## config.mk

```make
export PLATFORM = sky130hd
export DESIGN_NAME = insn_sequencer
export DESIGN_NICKNAME = d
export VERILOG_FILES = /design/src/rtl/insn_sequencer.sv
export SDC_FILE = /design/constraint.sdc
export NUM_CORES = 1
export LEC_CHECK = 0
export ABC_AREA = 1
export ABC_CLOCK_PERIOD_IN_PS = 1650
export BUFFER_PORTS_ARGS = -buffer_cell sky130_fd_sc_hd__buf_2
export CAP_MARGIN = 20
export CELL_PAD_IN_SITES_DETAIL_PLACEMENT = 2
export CELL_PAD_IN_SITES_GLOBAL_PLACEMENT = 2
export CORE_MARGIN = 3
export CORE_UTILIZATION = 25
export DETAILED_ROUTE_END_ITERATION = 12
export PLACE_DENSITY = 0.85
export SLEW_MARGIN = 40
export SYNTH_ARGS = -nofsm -noshare
export SYNTH_HDL_FRONTEND = slang
export SYNTH_SLANG_ARGS = --single-unit
```

## constraint.sdc

```tcl
create_clock -name clk -period 1.65 [get_ports clk]
set_input_delay 0 -clock clk [delete_from_list [all_inputs] [get_ports clk]]
set_output_delay 0 -clock clk [all_outputs]
set_load 0.01 [all_outputs]
```

## src/rtl/insn_sequencer.sv

```systemverilog
// insn_sequencer
//   Multi-cycle fetch/decode/execute controller for a small processor datapath.
//   Fetches a 32-bit instruction at pc over a req/ack insn-memory port, holds it in an
//   instruction register, drives register-bank / ALU / data-memory controls from its
//   fields, steps pc and counts retired instructions.
//
// Parameters
//   PC_W      width of pc and of the insn memory address
//   RESET_PC  pc value loaded on reset
//   CNT_W     width of the retired-instruction counter
//
// Ports
//   clk, rst                 clock; synchronous active-high reset
//   start                    begin execution at pc (IDLE only)
//   imem_req/addr/ack/rdata  instruction fetch handshake
//   dmem_req/we/ack          data memory access handshake (we = store)
//   rf_src1/src2/dst         register bank addresses from the instruction register
//   alu_imm, alu_op          sign-extended immediate, 1 = add / 0 = subtract
//   wb_sel                   1 = ALU result, 0 = memory read data
//   rf_we                    one-cycle register write strobe in write-back
//   busy, halted             running / halt status
//   retired                  instructions completed through write-back
module insn_sequencer #(
  parameter int unsigned PC_W     = 5,
  parameter int unsigned RESET_PC = 0,
  parameter int unsigned CNT_W    = 16
) (
  input  logic              clk,
  input  logic              rst,
  input  logic              start,
  output logic              imem_req,
  output logic [PC_W-1:0]   imem_addr,
  input  logic              imem_ack,
  input  logic [31:0]       imem_rdata,
  output logic              dmem_req,
  output logic              dmem_we,
  input  logic              dmem_ack,
  output logic [4:0]        rf_src1,
  output logic [4:0]        rf_src2,
  output logic [4:0]        rf_dst,
  output logic [31:0]       alu_imm,
  output logic              alu_op,
  output logic              wb_sel,
  output logic              rf_we,
  output logic              busy,
  output logic              halted,
  output logic [CNT_W-1:0]  retired
);

  localparam int unsigned INSN_W = 32;
  localparam int unsigned FLD_W  = 5;
  localparam int unsigned USED_W = 25;

  // Decoded view of the used instruction bits [24:0]
  typedef struct packed {
    logic             halt;
    logic             r_src;
    logic             op;
    logic             r_w;
    logic             m_w;
    logic [FLD_W-1:0] imm;
    logic [FLD_W-1:0] dst;
    logic [FLD_W-1:0] src2;
    logic [FLD_W-1:0] src1;
  } insn_t;

  typedef enum logic [2:0] {
    S_IDLE,
    S_FETCH,
    S_DECODE,
    S_EXEC,
    S_MEM,
    S_WB,
    S_HALT
  } state_e;

  state_e            state_q, state_d;
  logic [PC_W-1:0]   pc_q, pc_d;
  insn_t             ir_q, ir_d;
  logic [CNT_W-1:0]  retired_q, retired_d;

  logic              imem_req_q, imem_req_d;
  logic [PC_W-1:0]   imem_addr_q, imem_addr_d;
  logic              dmem_req_q, dmem_req_d;
  logic              dmem_we_q, dmem_we_d;
  logic              rf_we_q, rf_we_d;
  logic              busy_q, busy_d;
  logic              halted_q, halted_d;

  // Bits [31:25] carry no meaning for this datapath
  logic unused_rsvd;
  assign unused_rsvd = ^imem_rdata[INSN_W-1:USED_W];

  // Next state, datapath registers and registered Moore outputs decoded from next state
  always_comb begin
    state_d     = state_q;
    pc_d        = pc_q;
    ir_d        = ir_q;
    retired_d   = retired_q;

    unique case (state_q)
      S_IDLE: begin
        if (start) state_d = S_FETCH;
      end
      S_FETCH: begin
        if (imem_ack) begin
          ir_d    = insn_t'(imem_rdata[USED_W-1:0]);
          state_d = S_DECODE;
        end
      end
      S_DECODE: begin
        state_d = ir_q.halt ? S_HALT : S_EXEC;
      end
      S_EXEC: begin
        // Loads with register write-back need memory data; stores always go to memory
        if (ir_q.m_w || (ir_q.r_w && !ir_q.r_src)) state_d = S_MEM;
        else                                        state_d = S_WB;
      end
      S_MEM: begin
        if (dmem_ack) state_d = S_WB;
      end
      S_WB: begin
        pc_d      = pc_q + PC_W'(1);
        retired_d = retired_q + CNT_W'(1);
        state_d   = S_FETCH;
      end
      S_HALT: begin
        state_d = S_HALT;
      end
      default: begin
        state_d = S_IDLE;
      end
    endcase

    imem_req_d  = (state_d == S_FETCH);
    imem_addr_d = (state_d == S_FETCH) ? pc_d : PC_W'(0);
    dmem_req_d  = (state_d == S_MEM);
    dmem_we_d   = (state_d == S_MEM) && ir_d.m_w;
    rf_we_d     = (state_d == S_WB) && ir_d.r_w;
    busy_d      = (state_d != S_IDLE) && (state_d != S_HALT);
    halted_d    = (state_d == S_HALT);
  end

  // State and output registers
  always_ff @(posedge clk) begin
    if (rst) begin
      state_q     <= S_IDLE;
      pc_q        <= PC_W'(RESET_PC);
      ir_q        <= insn_t'(0);
      retired_q   <= CNT_W'(0);
      imem_req_q  <= 1'b0;
      imem_addr_q <= PC_W'(0);
      dmem_req_q  <= 1'b0;
      dmem_we_q   <= 1'b0;
      rf_we_q     <= 1'b0;
      busy_q      <= 1'b0;
      halted_q    <= 1'b0;
    end else begin
      state_q     <= state_d;
      pc_q        <= pc_d;
      ir_q        <= ir_d;
      retired_q   <= retired_d;
      imem_req_q  <= imem_req_d;
      imem_addr_q <= imem_addr_d;
      dmem_req_q  <= dmem_req_d;
      dmem_we_q   <= dmem_we_d;
      rf_we_q     <= rf_we_d;
      busy_q      <= busy_d;
      halted_q    <= halted_d;
    end
  end

  assign imem_req  = imem_req_q;
  assign imem_addr = imem_addr_q;
  assign dmem_req  = dmem_req_q;
  assign dmem_we   = dmem_we_q;
  assign rf_we     = rf_we_q;
  assign busy      = busy_q;
  assign halted    = halted_q;
  assign retired   = retired_q;

  // Field outputs come straight from the instruction register
  assign rf_src1 = ir_q.src1;
  assign rf_src2 = ir_q.src2;
  assign rf_dst  = ir_q.dst;
  assign alu_imm = {{(INSN_W-FLD_W){ir_q.imm[FLD_W-1]}}, ir_q.imm};
  assign alu_op  = ir_q.op;
  assign wb_sel  = ir_q.r_src;

endmodule
```

==> results.toml <==
[global_route]
grt_pass1_vias = 2751
grt-ovfl-total = 0
antenna_found_initial = 1
grtUsageTotal = 0.1436
grt_max_degree = 30
grt_pass1_wl_um = 13220

[pwr]
powerDensity_mw_per_mm2 = 972.9
power.share.sequential = 0.463
power_leakage_nw = 1.673
p_clk_frac = 0.390
p_comb_frac = 0.146
internal_power_w = 0.002493
irDropWorstVdd_mv = 0.3375
swShare = 0.2637
p_sw_w = 0.0008926

[cts]
tritoncts = "done"
clk_pin_slew_ns = 0.07
htreeDepth = 3
cts_buffers = 9
root_buffer = "clkbuf_8"
clk_latency_ns = 0.34
clk_path_buf_depth = 2
cts.sinks = 60

[timing]
grt_setup_unrepaired = "false"
fmax_ghz = 0.6934
finalSetupViolCount = 0
finalCriticalPeriod_ns = 1.442
hold_viol_final = 0
tns_ns = 0
fin_skew_ns = 0.01514
drv_slew = 0
fin_crit_sh = 0.8740
relSlewSlack = 0.5108
worst-slew-pin-transition_ns = 0.7329

[worst_setup_path]
ff2ff_setup_slack_ns = 0.21
reg2regPathDepth = 8
path_class = "register to register"
cp-start-kind = "register"
crit_path_end_kind = "register"
rr_endpoint = "retired[12]$_SDFFE_PP0N_"
r2r-start = "retired[0]$_SDFFE_PP0N_"
crit_required_ns = 1.89
crit_arrival_ns = 1.68
cp_max_fo = 4

[layout]
antenna_cells = 0
multi_input_area_um2 = 996.0
fill_cells = 1229
fin_area_mm2 = 0.003480
layout.nets = 478
area_growth_pct = 29.29
fin_cells = 578
drive_gt1_frac = 0.3122
ff_latch_area_mm2 = 0.001204

[min_path]
hold_class = "input port to register"
hold-path-cell-count = 3
hold_path_end = "pc_q[0]$_SDFF_PP0_"
hp-start = "rst"

[synthesis]
netlist_instances = 350
syn-num-nets = 389
synthesis.area_mm2 = 0.002691
async_flop_share = 0
yosysMostFrequentCell = "nor2_1"
synth.avg_cell_area_um2 = 7.690
ys_seq_area_frac = 0.4463
synth.area.top_cells = "dfxtp_1 45%, buf_4 13%, nor2_1 12%"
synthDistinctLibCells = 31
synth_top_area_frac = 0.4463
ys_seq_elements = 60
ys_warn_count = 0
synth_top_area_cell = "dfxtp_1"
ys_top_cells_by_count = "84 x nor2_1, 60 x dfxtp_1, 48 x buf_4"
synthFlopType = "dfxtp_1"
synth-edff-count = 0

[routing]
vias = 2518
dr.first_iter.drc_count = 64
ant_nets = 0
drc = 0
viasPerCell = 4.356
dr.pass1.iters = 4
routed_wirelength_um = 8436
wire_per_inst_um = 14.60

[place]
hpwl_um = 5751
io_buffers = 105
placedCellCount = 540
gp_congestion = 0.7602
postPlaceCellArea_mm2 = 0.003044

[floorplan]
die-area_mm2 = 0.01205
core-area_mm2 = 0.01042
pin_count = 113
fp.dieW_um = 109.8
initial_core_util = 0.2584
num_rows = 37
die_y_um = 109.8

[status]
status = "finished, final reports clean"

[job]
maxCapViolCount = 0
==> placed cells by master (no fill, tap or decap), drive strengths merged <==
cell type    synthesis  final
buf                 52    112
o211ai               1      1
nor2                87     87
clkinv               0      1
nor3                 4      4
xnor2                2      2
a211oi               2      2
a22oi                1      1
nand2               37     37
a31oi                1      1
dlygate4sd3          0     24
nor3b                1      1
mux2i                1      1
o21a                 1      1
o21ai               32     32
inv                 27     27
nand3               14     14
bufinv               0      1
a21oi               12     12
nand4                2      2
ha                   2      2
clkbuf               6     12
dfxtp               60     60
nand3b               1      1
xor2                 4      4
==> through the flow <==
stage / util / hold WS [ns] / power (W) / setup WS, ns
2_1_floorplan: - / 0.1667 / 0.001964 / 0.3492
3_3_place_gp: 0.2923 / 0.2502 / 0.002028 / 0.1827
3_5_place_dp: 0.2923 / 0.2633 / 0.002053 / 0.1195
4_1_cts: 0.3336 / 0.08785 / 0.003445 / 0.03592
5_1_grt: 0.3341 / 0.1103 / 0.003594 / 0.04122
6_report: 0.3341 / 0.09923 / 0.003385 / 0.2078
==> power groups by stage <==
stage / registers [W] / logic, W / clock network, W
after floorplan: 0.00159 / 0.000375 / 0
after global placement: 0.00159 / 0.000434 / 0
after detailed placement: 0.00160 / 0.000453 / 0
after CTS: 0.00157 / 0.000500 / 0.00138
after global routing: 0.00158 / 0.000563 / 0.00145
final: 0.00157 / 0.000496 / 0.00132
==> worst max-delay path, cell delays in order, from the launching register on <==
cell	delay [ns]
dfxtp_1	0.41
ha_1	0.23
nand3_1	0.12
nor2_2	0.21
nand2_1	0.07
nor2_1	0.13
nand2_1	0.07
nand2_1	0.06
nor2_1	0.04
==> cells by family after synthesis <==
group / after synthesis / synth area share
muxes: 1 / 0.003719
AOI/OAI and AO/OA: 50 / 0.09810
DFF: 60 / 0.4463
buffers and inverters: 85 / 0.1869
adders and majority gates: 2 / 0.009297
xor gates and xnor gates: 6 / 0.01953
and+or+nand+nor: 146 / 0.2362
==> worst max path at each step <==
stage / startpoint / endpoint / slack (ns) / depth (start not counted)
floorplan: retired[0]$_SDFFE_PP0N_ / retired[12]$_SDFFE_PP0N_ / 0.35 / 8
global placement: state_q[0]$_SDFF_PP0_ / retired[15]$_SDFFE_PP0N_ / 0.18 / 7
detailed placement: state_q[0]$_SDFF_PP0_ / retired[13]$_SDFFE_PP0N_ / 0.12 / 5
CTS: state_q[0]$_SDFF_PP0_ / retired[11]$_SDFFE_PP0N_ / 0.04 / 7
global route: retired[0]$_SDFFE_PP0N_ / retired[12]$_SDFFE_PP0N_ / 0.04 / 8
finish: retired[0]$_SDFFE_PP0N_ / retired[12]$_SDFFE_PP0N_ / 0.21 / 8
==> metal layers <==
layer | global-route usage | wire length [µm] | part of all wire | vias up
met5 | 0 | 12 | 0.0014 | -
met4 | 0.04898 | 128 | 0.015 | 2
met3 | 0.03934 | 513 | 0.061 | 16
met2 | 0.2642 | 4304 | 0.51 | 90
met1 | 0.1577 | 3476 | 0.41 | 1179
li1 | - | - | - | 1231
==> state kept, by name (all words and copies together), names as in the netlist <==
register   cells
rf_dst         5
rf_src2        5
rf_we          1
busy           1
imem_req       1
alu_op         1
dmem_req       1
ir_q           3
state_q        3
halted         1
alu_imm        5
pc_q           5
dmem_we        1
wb_sel         1
imem_addr      5
rf_src1        5
retired       16
==> cell type report <==
type                    count  share of cell area
clock buffers              12             0.04459
clock inverters             2             0.01007
inverters                  27             0.02913
multi-input cells         205              0.2862
flip-flops and latches     60              0.3459
well taps                 136             0.04890
repair buffers            136              0.2352
==> what timing repair did <==
| item | in CTS | in global routing |
|---|---|---|
| setup buffers | 0 | 0 |
| hold buffers | 24 | 0 |
| hold endpoints to repair | 24 | 0 |
| gates resized for setup | 0 | 3 |
| endpoints found under the setup margin | 0 | 20 |
Note: power is estimated with default switching activity, not from simulation.
